==> config.mk <==
export PLATFORM = sky130hd
export DESIGN_NAME = midi_msg_parser_flat
export DESIGN_NICKNAME = d
export VERILOG_FILES = /design/src/rtl/midi_pkg.sv /design/src/rtl/midi_msg_parser_if.sv /design/src/rtl/midi_msg_outreg.sv /design/src/rtl/midi_msg_parser.sv /design/src/flat_wrapper.sv
export SDC_FILE = /design/constraint.sdc
export NUM_CORES = 1
export LEC_CHECK = 0
export ABC_AREA = 1
export CAP_MARGIN = 10
export CORE_ASPECT_RATIO = 2
export CORE_UTILIZATION = 43
export DETAILED_ROUTE_END_ITERATION = 10
export PLACE_DENSITY = 0.7
export SKIP_LAST_GASP = 1
export SLEW_MARGIN = 20
export SYNTH_ARGS = -nofsm -noshare
export SYNTH_HDL_FRONTEND = slang
export SYNTH_SLANG_ARGS = --single-unit
==> constraint.sdc <==
create_clock -name clk -period 1.28 [get_ports clk]
set_input_delay 0.256 -clock clk [delete_from_list [all_inputs] [get_ports clk]]
set_output_delay 0.256 -clock clk [all_outputs]
set_load 0.03 [all_outputs]
==> src/rtl/midi_pkg.sv <==
// Shared types for the MIDI message parser: FSM states, status classes, message record.
// Also holds the data-length lookup used to classify channel status bytes.
package midi_pkg;

   typedef enum logic [1:0] {
      IDLE    = 2'd0,
      WAIT_D1 = 2'd1,
      WAIT_D2 = 2'd2,
      SYSEX   = 2'd3
   } state_t;

   localparam logic [3:0] NOTE_OFF    = 4'h8;
   localparam logic [3:0] NOTE_ON     = 4'h9;
   localparam logic [3:0] POLY_AT     = 4'hA;
   localparam logic [3:0] CC          = 4'hB;
   localparam logic [3:0] PROG        = 4'hC;
   localparam logic [3:0] CH_AT       = 4'hD;
   localparam logic [3:0] PITCH       = 4'hE;
   localparam logic [7:0] SYSEX_START = 8'hF0;
   localparam logic [7:0] RT_MIN      = 8'hF8;

   typedef struct packed {
      logic [7:0] status;
      logic [6:0] data1;
      logic [6:0] data2;
      logic [1:0] len;
   } msg_t;

   function automatic logic [1:0] data_len(input logic [7:0] status);
      case (status[7:4])
         NOTE_OFF, NOTE_ON, POLY_AT, CC, PITCH: data_len = 2'd2;
         PROG, CH_AT:                           data_len = 2'd1;
         default:                               data_len = 2'd0;
      endcase
   endfunction

endpackage

==> src/rtl/midi_msg_parser_if.sv <==
// Message bus from the parser to the voice allocator; master drives the message, slave drives ready.
// Fields are held stable while msg_valid is high and msg_ready is low.
interface midi_msg_parser_if;
   logic [7:0] msg_status;
   logic [6:0] msg_data1;
   logic [6:0] msg_data2;
   logic [1:0] msg_len;
   logic       msg_valid;
   logic       msg_ready;

   modport master (
      output msg_status, msg_data1, msg_data2, msg_len, msg_valid,
      input  msg_ready
   );

   modport slave (
      input  msg_status, msg_data1, msg_data2, msg_len, msg_valid,
      output msg_ready
   );
endinterface

==> src/rtl/midi_msg_outreg.sv <==
// One-entry valid/ready output register; a load becomes visible the next cycle.
// Loads while full and not being accepted are dropped and set the sticky overrun flag.
module midi_msg_outreg
   import midi_pkg::*;
(
   input  logic                      clk,
   input  logic                      rst,
   input  logic                      load,
   input  msg_t                      load_msg,
   input  logic                      overrun_clr,
   output logic                      overrun,
   midi_msg_parser_if.master         msg
);

   msg_t held_q;
   logic vld_q;
   logic ovr_q;
   logic accept;
   logic take;
   logic drop;

   assign accept = vld_q & msg.msg_ready;
   // A handshake this cycle frees the slot, so a same-cycle load is still taken.
   assign take   = load & (~vld_q | accept);
   assign drop   = load & vld_q & ~accept;

   always_ff @(posedge clk) begin
      if (rst) begin
         held_q <= '0;
         vld_q  <= 1'b0;
         ovr_q  <= 1'b0;
      end else begin
         if (take) begin
            held_q <= load_msg;
            vld_q  <= 1'b1;
         end else if (accept) begin
            vld_q  <= 1'b0;
         end
         if (drop) begin
            ovr_q <= 1'b1;
         end else if (overrun_clr) begin
            ovr_q <= 1'b0;
         end
      end
   end

   assign msg.msg_status = held_q.status;
   assign msg.msg_data1  = held_q.data1;
   assign msg.msg_data2  = held_q.data2;
   assign msg.msg_len    = held_q.len;
   assign msg.msg_valid  = vld_q;
   assign overrun        = ovr_q;

endmodule

==> src/rtl/midi_msg_parser.sv <==
// MIDI channel-voice message assembler with running status and real-time pass-through; 1-cycle latency.
// Output stalls hold the current message; completions while full are dropped (overrun). MIDI_VEL0_NOTE_OFF_EN maps velocity-0 note-on to note-off.
module midi_msg_parser
   import midi_pkg::*;
#(
   parameter bit         C_OMNI    = 1'b1,
   parameter logic [3:0] C_CHANNEL = 4'd0,
   parameter bit         C_RT_PASS = 1'b1
) (
   input  logic                      clk,
   input  logic                      rst,
   input  logic [7:0]                byte_in,
   input  logic                      byte_valid,
   midi_msg_parser_if.master         msg,
   output logic                      overrun,
   input  logic                      overrun_clr
);

   state_t     state_q, state_d;
   logic [7:0] run_stat_q, run_stat_d;
   logic       run_vld_q, run_vld_d;
   logic [6:0] data1_q, data1_d;

   logic       done;
   msg_t       done_msg;
   logic       chan_ok;
   logic       emit;
   msg_t       emit_msg;

   assign chan_ok = C_OMNI || (run_stat_q[3:0] == C_CHANNEL);

   always_ff @(posedge clk) begin
      if (rst) begin
         state_q    <= IDLE;
         run_stat_q <= 8'h00;
         run_vld_q  <= 1'b0;
         data1_q    <= '0;
      end else begin
         state_q    <= state_d;
         run_stat_q <= run_stat_d;
         run_vld_q  <= run_vld_d;
         data1_q    <= data1_d;
      end
   end

   always_comb begin
      state_d    = state_q;
      run_stat_d = run_stat_q;
      run_vld_d  = run_vld_q;
      data1_d    = data1_q;
      done       = 1'b0;
      done_msg   = '0;
      emit       = 1'b0;
      emit_msg   = '0;

      if (byte_valid) begin
         if (byte_in >= RT_MIN) begin
            // Real-time bytes leave all parse state untouched and bypass the channel filter.
            if (C_RT_PASS) begin
               emit            = 1'b1;
               emit_msg.status = byte_in;
            end
         end else if (byte_in >= 8'h80 && byte_in < SYSEX_START) begin
            run_stat_d = byte_in;
            run_vld_d  = 1'b1;
            state_d    = WAIT_D1;
         end else if (byte_in == SYSEX_START) begin
            run_vld_d = 1'b0;
            state_d   = SYSEX;
         end else if (byte_in[7]) begin
            run_vld_d = 1'b0;
            state_d   = IDLE;
         end else begin
            case (state_q)
               IDLE, WAIT_D1: begin
                  if (state_q == WAIT_D1 || run_vld_q) begin
                     if (data_len(run_stat_q) == 2'd1) begin
                        done           = 1'b1;
                        done_msg.status = run_stat_q;
                        done_msg.data1  = byte_in[6:0];
                        done_msg.len    = 2'd1;
                        state_d         = IDLE;
                     end else begin
                        data1_d = byte_in[6:0];
                        state_d = WAIT_D2;
                     end
                  end
               end
               WAIT_D2: begin
                  done            = 1'b1;
                  done_msg.status = run_stat_q;
                  done_msg.data1  = data1_q;
                  done_msg.data2  = byte_in[6:0];
                  done_msg.len    = 2'd2;
                  state_d         = IDLE;
               end
               default: ;
            endcase
         end
      end

      if (done && chan_ok) begin
         emit     = 1'b1;
         emit_msg = done_msg;
`ifdef MIDI_VEL0_NOTE_OFF_EN
         // Only the emitted copy is rewritten; run_stat keeps the note-on class.
         if (done_msg.status[7:4] == NOTE_ON && done_msg.data2 == 7'd0) begin
            emit_msg.status = {NOTE_OFF, done_msg.status[3:0]};
            emit_msg.data2  = 7'h40;
         end
`endif
      end
   end

   midi_msg_outreg u_outreg (
      .clk         (clk),
      .rst         (rst),
      .load        (emit),
      .load_msg    (emit_msg),
      .overrun_clr (overrun_clr),
      .overrun     (overrun),
      .msg         (msg)
   );

endmodule

==> src/flat_wrapper.sv <==
// flat-port wrapper written by rule: the top's interface ports become plain ports
module midi_msg_parser_flat import midi_pkg::*;
#(
   parameter bit         C_OMNI    = 1'b1,
   parameter logic [3:0] C_CHANNEL = 4'd0,
   parameter bit         C_RT_PASS = 1'b1
)
  (clk, rst, byte_in, byte_valid, overrun, overrun_clr, msg_msg_status, msg_msg_data1, msg_msg_data2, msg_msg_len, msg_msg_valid, msg_msg_ready);
  midi_msg_parser_if msg_i ();
  input  logic clk;
  input  logic rst;
  input  logic [7:0] byte_in;
  input  logic byte_valid;
  output logic overrun;
  input  logic overrun_clr;
  output wire logic [$bits(msg_i.msg_status)-1:0] msg_msg_status;
  output wire logic [$bits(msg_i.msg_data1)-1:0] msg_msg_data1;
  output wire logic [$bits(msg_i.msg_data2)-1:0] msg_msg_data2;
  output wire logic [$bits(msg_i.msg_len)-1:0] msg_msg_len;
  output wire logic [$bits(msg_i.msg_valid)-1:0] msg_msg_valid;
  input wire logic [$bits(msg_i.msg_ready)-1:0] msg_msg_ready;
  assign msg_msg_status = msg_i.msg_status;
  assign msg_msg_data1 = msg_i.msg_data1;
  assign msg_msg_data2 = msg_i.msg_data2;
  assign msg_msg_len = msg_i.msg_len;
  assign msg_msg_valid = msg_i.msg_valid;
  assign msg_i.msg_ready = msg_msg_ready;
  midi_msg_parser #(.C_OMNI(C_OMNI), .C_CHANNEL(C_CHANNEL), .C_RT_PASS(C_RT_PASS)) u_core (.clk(clk), .rst(rst), .byte_in(byte_in), .byte_valid(byte_valid), .msg(msg_i), .overrun(overrun), .overrun_clr(overrun_clr));
endmodule
Yosys cells after proc, flatten, opt, wreduce, memory -nomap -nowiden:

Index checks and enable logic that the tools add are counted.

* flip-flop bits (word level): 44
* input port bits: 13

* equality and inequality tests: 12
* bitwise logic cells: 12
* mux-type cells: 47
* reduce and logical (&&, ||, !) cells: 14
* magnitude comparators: 3

Operators with widths (number)
* $mux W24: 6
* $mux W15: 2
* $pmux W15 S2: 1
* $eq A4 B4 Y1 const B: 7
* $mux W2: 13
* $mux W1: 18
* $ge A8 B8 Y1 const B: 2
* $mux W8: 2
* $pmux W2 S2: 3
* $eq A8 B8 Y1 const B: 1
* $lt A8 B8 Y1 const B: 1
* $reduce_and A8 Y1: 1
* $mux W7: 1
* $not A1 Y1: 7
* $reduce_and A3 Y1: 2
* $ne A5 B2 Y1 const B: 1
* $reduce_bool A5 Y1: 1
* $reduce_or A5 Y1: 1
* $and A1 B1 Y1: 4
* $eq A2 B1 Y1 const B: 2
* $reduce_and A4 Y1: 1
* $reduce_bool A2 Y1: 2
* $reduce_or A2 Y1: 2
* $reduce_bool A3 Y1: 1
* 6 further kinds: 6

Longest topological paths before layout:

* word-level depth: 23
* gate-level depth with buffers: 11
* mapped depth without buffers: 11

Modules after synthesis:

A second synthesis with hierarchy kept.

* cell total of the unflattened synthesis: 345
* area total of the unflattened synthesis: 2274.7 um^2

By module, submodules not included
* midi_msg_outreg: instances 1, cells each 168, area each 1184.9 um^2, seq. area each 520.5 um^2
* midi_msg_parser: instances 1, cells each 177, area each 1089.8 um^2, seq. area each 360.3 um^2

Worst setup path before layout:

OpenSTA, ideal clock, no wires.

* path type: reg-to-reg
* start: reg u_core.u_outreg.vld_q (netlist: u_core.u_outreg.msg.msg_valid)
* end: reg u_core.u_outreg.held_q (netlist bit u_core.u_outreg.msg.msg_data1[2])
* cell stages (with the launch flop): 8
* setup slack: -0.179 ns
* arrival: 1.343 ns
* required time: 1.165 ns
* period minus slack after synthesis: 1.459 ns
* cells stage by stage: dfxtp_1 inv_1 nor2_1 inv_1 buf_2 buf_1 a21oi_1 nor2_1

* cells in the longest elaborated chain, start to end: 3

Ends and longest elaborated chain
* from (decl): RTL line midi_msg_outreg.sv:16 `logic vld_q;`
* from (signal assigned): RTL line midi_msg_outreg.sv:30 `vld_q <= 1'b0;`
* from (signal assigned): RTL line midi_msg_outreg.sv:35 `vld_q <= 1'b1;`
* from (signal assigned): RTL line midi_msg_outreg.sv:37 `vld_q <= 1'b0;`
* $and A1 B1 Y1 or $not A1 Y1 (tied branches): RTL line midi_msg_outreg.sv:22, midi_msg_outreg.sv:24
* $or A1 B1 Y1 *: RTL line midi_msg_outreg.sv:24 `assign take = load & (~vld_q | accept);`
* $and A1 B1 Y1 *: RTL line midi_msg_outreg.sv:24
* to (signal assigned): RTL line midi_msg_outreg.sv:34 `held_q <= load_msg;`
* to (decl): RTL line midi_msg_outreg.sv:15 `msg_t held_q;`

Mark *: on every way between the ends. The rest lies on a longest branch, timed or not.
A chain may end at the register's enable or synchronous reset.

Worst setup path after layout:

* start: reg u_core.state_q[1]
* end: reg u_core.u_outreg.held_q (netlist bit u_core.u_outreg.msg.msg_data1[1])

* cells in the longest elaborated chain, start to end: 11

Ends and longest elaborated chain
* from (decl): RTL line midi_msg_parser.sv:19 `state_t state_q, state_d;`
* from (signal assigned): RTL line midi_msg_parser.sv:39 `state_q <= state_d;`
* $eq A2 B1 Y1: RTL line midi_msg_parser.sv:74, midi_msg_parser.sv:76
* $logic_or A1 B1 Y1: RTL line midi_msg_parser.sv:76 `if (state_q == WAIT_D1 || run_vld_q) begin`
* $mux W1: RTL line midi_msg_parser.sv:76
* $pmux W1 S2: RTL line midi_msg_parser.sv:74 `case (state_q)`
* $mux W1: RTL line midi_msg_parser.sv:70 `end else if (byte_in[7]) begin`
* $mux W1: RTL line midi_msg_parser.sv:67 `end else if (byte_in == SYSEX_START) begin`
* $mux W1: RTL line midi_msg_parser.sv:63 `end else if (byte_in >= 8'h80 && byte_in < SYSEX_START) begin`
* $mux W1: RTL line midi_msg_parser.sv:57 `if (byte_in >= RT_MIN) begin`
* $mux W1: RTL line midi_msg_parser.sv:56 `if (byte_valid) begin`
* $mux W1: RTL line midi_msg_parser.sv:102 `if (done && chan_ok) begin`
* $and A1 B1 Y1: RTL line midi_msg_outreg.sv:24

Several ways; a longest one is shown, not always the timed one.

==> reports/metrics.yaml <==
timing:
  fin_crit_sh: 1.07
  rsz0062_at_grt: "yes"
  drv_slew: 0
  fin_skew_ns: 0.00765
  slew_headroom: 0.706
  finalSetupViolations: 34
  min_period_ns: 1.37
  hold_viol_final: 0
  worst_slack_ns: -0.0883
  tightest_slew_ns: 0.437
  clock.fmax_mhz: 731
  fin_tns_setup_ns: -1.44
cells_and_area:
  nFillCells: 392
  drive_gt1_frac: 0.392
  nNetsFinal: 390
  antenna_cells: 0
  final_area_mm2: 0.00315
  area_delta_synth_final_pct: 50.9
synthesis:
  ys_seq_area_frac: 0.422
  netlist_area_mm2: 0.00209
  synth_mux_area_frac: 0
  yosysUniqueCellTypes: 29
  synthAdderAreaFrac: 0
  yosysWarnings: 0
  yosys-top-cells-area: "dfxtp_1 (42%), nand2_1 (13%), a21oi_1 (8.1%), nand3_1 (5.7%), o21ai_0 (5.7%)"
  ys_ff_latch: 44
  netlist_instances: 291
  yosysTopAreaCell: "dfxtp_1"
  synth.top_cell.area_share: 0.422
  synth_compound_area_frac: 0.157
  synth_fp_nets: 304
  post_synth.cell_area_avg_um2: 7.18
  synth_xor_area_frac: 0
  yosys.area_share.simple: 0.344
  synth_top_family_by_area: "simple AND/OR/NAND/NOR gates"
drt:
  vias_per_cell: 5.11
  detail_route.first_pass.iterations: 6
  wl_per_cell_um: 13.9
  drtIter0Drc: 66
  detail-route-antenna-nets: 0
  routed-via-count: 2213
  drc_errors: 0
  routed_wl_mm: 6.03
critical_path:
  crit_buf_inv: 2
  slowest_delay_ns: 0.37
  arrival_ns: 1.58
  cp-end-kind: "flip-flop"
  slowest_stage: "dfxtp_4"
  cp_max_fo: 8
  crit_type: "flip-flop to flip-flop"
  r2r_cells: 11
  worstSetupPathDepth: 11
  startpoint_type: "flip-flop"
  required_ns: 1.49
  path_common_cell: "nand2_4"
  crit_chain: "inv_6 > nand2_4 > nand2_4 > nand2_4 > nand2_4 > nand3_4 > nand2_8 > buf_12 > nand3_2 > nand2_1 > nor2_1"
  crit_family: "simple AND/OR/NAND/NOR gates"
power_and_ir_drop:
  leakagePower_nw: 1.35
  power.total_mw: 3.26
  max-vdd-ir-drop_mv: 1.08
  power_density_mw_per_mm2: 1030
grt:
  grt_pass1_vias: 2123
  grt_max_degree: 25
  grt_usage: 0.251
  grt_pass1_wl_mm: 9.58
  overflow: 0
  grt_antenna_before_repair: 0
run_status:
  status: "complete, but fails checks"
  violations: "negative setup slack"
placed_design:
  placedInstanceArea_mm2: 0.00285
  port_buffers: 38
  dpl.hpwl_mm: 4.20
  post-place-ws_ns: -0.543
  routabilityCongestion: 0.868
floorplan:
  dieWidth_um: 51.3
  chipHeight_um: 101
  core_mm2: 0.00464
  dieArea_mm2: 0.00516
  rows: 35
  io_pins: 39
  start_util: 0.450
clock_tree:
  cts_buffers: 5
  htree_levels: 2
  clock_sinks: 44
  clockBufferDepth: 2
  root_buffer: "clkbuf_8"
  cts_tree: "done"
  clock_latency_ns: 0.30
  clk_pin_slew_ns: 0.09
job:
  drv_cap: 0
worst_hold_path:
  hold-path-cell-count: 2
  hp-class: "flip-flop to flip-flop"
## final cells by class
cell class	instances	area, µm²	share of cell area
multi-input cells	214	1210	0.385
flip-flops and latches	44	895	0.284
clock buffers	6	82.6	0.0262
well taps	55	68.8	0.0218
inverters	21	87.6	0.0278
repair buffers	91	768	0.244
clock inverters	2	38.8	0.0123
## worst min-delay path, stage by stage (launching register included)
cell and delay, ns:
dfxtp_1 0.32, nand2_1 0.06, a21oi_1 0.05
## stage by stage
step | utilization | hold WS [ns] | std cells
after floorplan | - | 0.419 | 291
after global placement | 0.613 | 0.436 | 418
after detailed placement | 0.613 | 0.440 | 418
after CTS | 0.665 | 0.459 | 429
after global routing | 0.679 | 0.499 | 433
final | 0.679 | 0.469 | 433
## Yosys cell counts (all sizes together)
master and n:
a21oi 35, a31oi 1, buf 9, clkbuf 4
dfxtp 44, inv 21, nand2 81, nand3 26
nand4 1, nor2 39, nor3 1, nor3b 1
nor4 1, o211ai 1, o21a 1, o21ai 24
o31ai 1
## layout by cell type, fill, tap and decap left out, types with 2 or more instances in the layout
cell             netlist  routed
a21oi_1               34      31
a21oi_2                1       4
buf_12                 0       3
buf_4                  1      53
buf_6                  2       6
clkbuf_2               0      13
clkbuf_8               0       6
clkdlybuf4s15_2        0       3
clkdlybuf4s50_1        0       6
dfxtp_1               44      39
dfxtp_2                0       2
dfxtp_4                0       3
dlygate4sd2_1          0       5
inv_1                 18      15
inv_2                  3       4
nand2_1               73      63
nand2_2                3       9
nand2_4                5       8
nand2_8                0       2
nand3_1               24      17
nand3_2                1       7
nand3_4                1       2
nor2_1                32      29
nor2_2                 4       7
nor2_4                 3       3
o21ai_0               24      14
o21ai_1                0       5
o21ai_2                0       4
## final timing paths
path                                                        from                          endpoint  slack [ns]
worst max-delay path                           u_core.state_q[1]  u_core.u_outreg.msg.msg_data1[1]       -0.09
worst min-delay path            u_core.u_outreg.msg.msg_data2[2]  u_core.u_outreg.msg.msg_data2[2]        0.47
worst max register to register                 u_core.state_q[1]  u_core.u_outreg.msg.msg_data1[1]       -0.09
worst min register to register  u_core.u_outreg.msg.msg_data2[2]  u_core.u_outreg.msg.msg_data2[2]        0.47
## where the power goes
group / total [mW] / internal [mW] / switching [mW] / leakage (nW)
clock network: 1.13 / 0.638 / 0.495 / 0.0614
logic: 0.661 / 0.293 / 0.369 / 0.927
registers: 1.47 / 1.43 / 0.0392 / 0.361
total: 3.26 / 2.36 / 0.903 / 1.35
## per-layer routing
metal / up-vias / wire length [µm] / GRT usage
li1: 1122 / - / -
met3: 24 / 246 / 0.0452
met1: 996 / 2170 / 0.239
met4: 0 / 333 / 0.162
met5: - / 0 / 0
met2: 71 / 3280 / 0.469
## logic make-up (layout without fill, tap and decap cells)
group	count (synthesis)	after routing
flip-flops	44	44
buffers and inverters	34	120
AND/OR/NAND/NOR	150	151
AO/OA/AOI/OAI	63	63
## state kept, by name, indices dropped and copies added (netlist names)
register / cells
u_core.run_stat_q: 8
u_core.u_outreg.msg.msg_status: 8
u_core.data1_q: 7
u_core.u_outreg.msg.msg_data1: 7
u_core.u_outreg.msg.msg_data2: 7
u_core.state_q: 2
u_core.u_outreg.msg.msg_len: 2
u_core.run_vld_q: 1
u_core.u_outreg.msg.msg_valid: 1
u_core.u_outreg.overrun: 1
## timing repair
item | CTS | global route
hold endpoints to repair | 0 | 0
buffers inserted | 2 | 3
pin swaps | 20 | 16
gates resized for setup | 66 | 43
cloned | 1 | 1
endpoints found under the setup margin | 60 | 48
hold buffers | 0 | 0
Power figures use the tool's default switching activity.
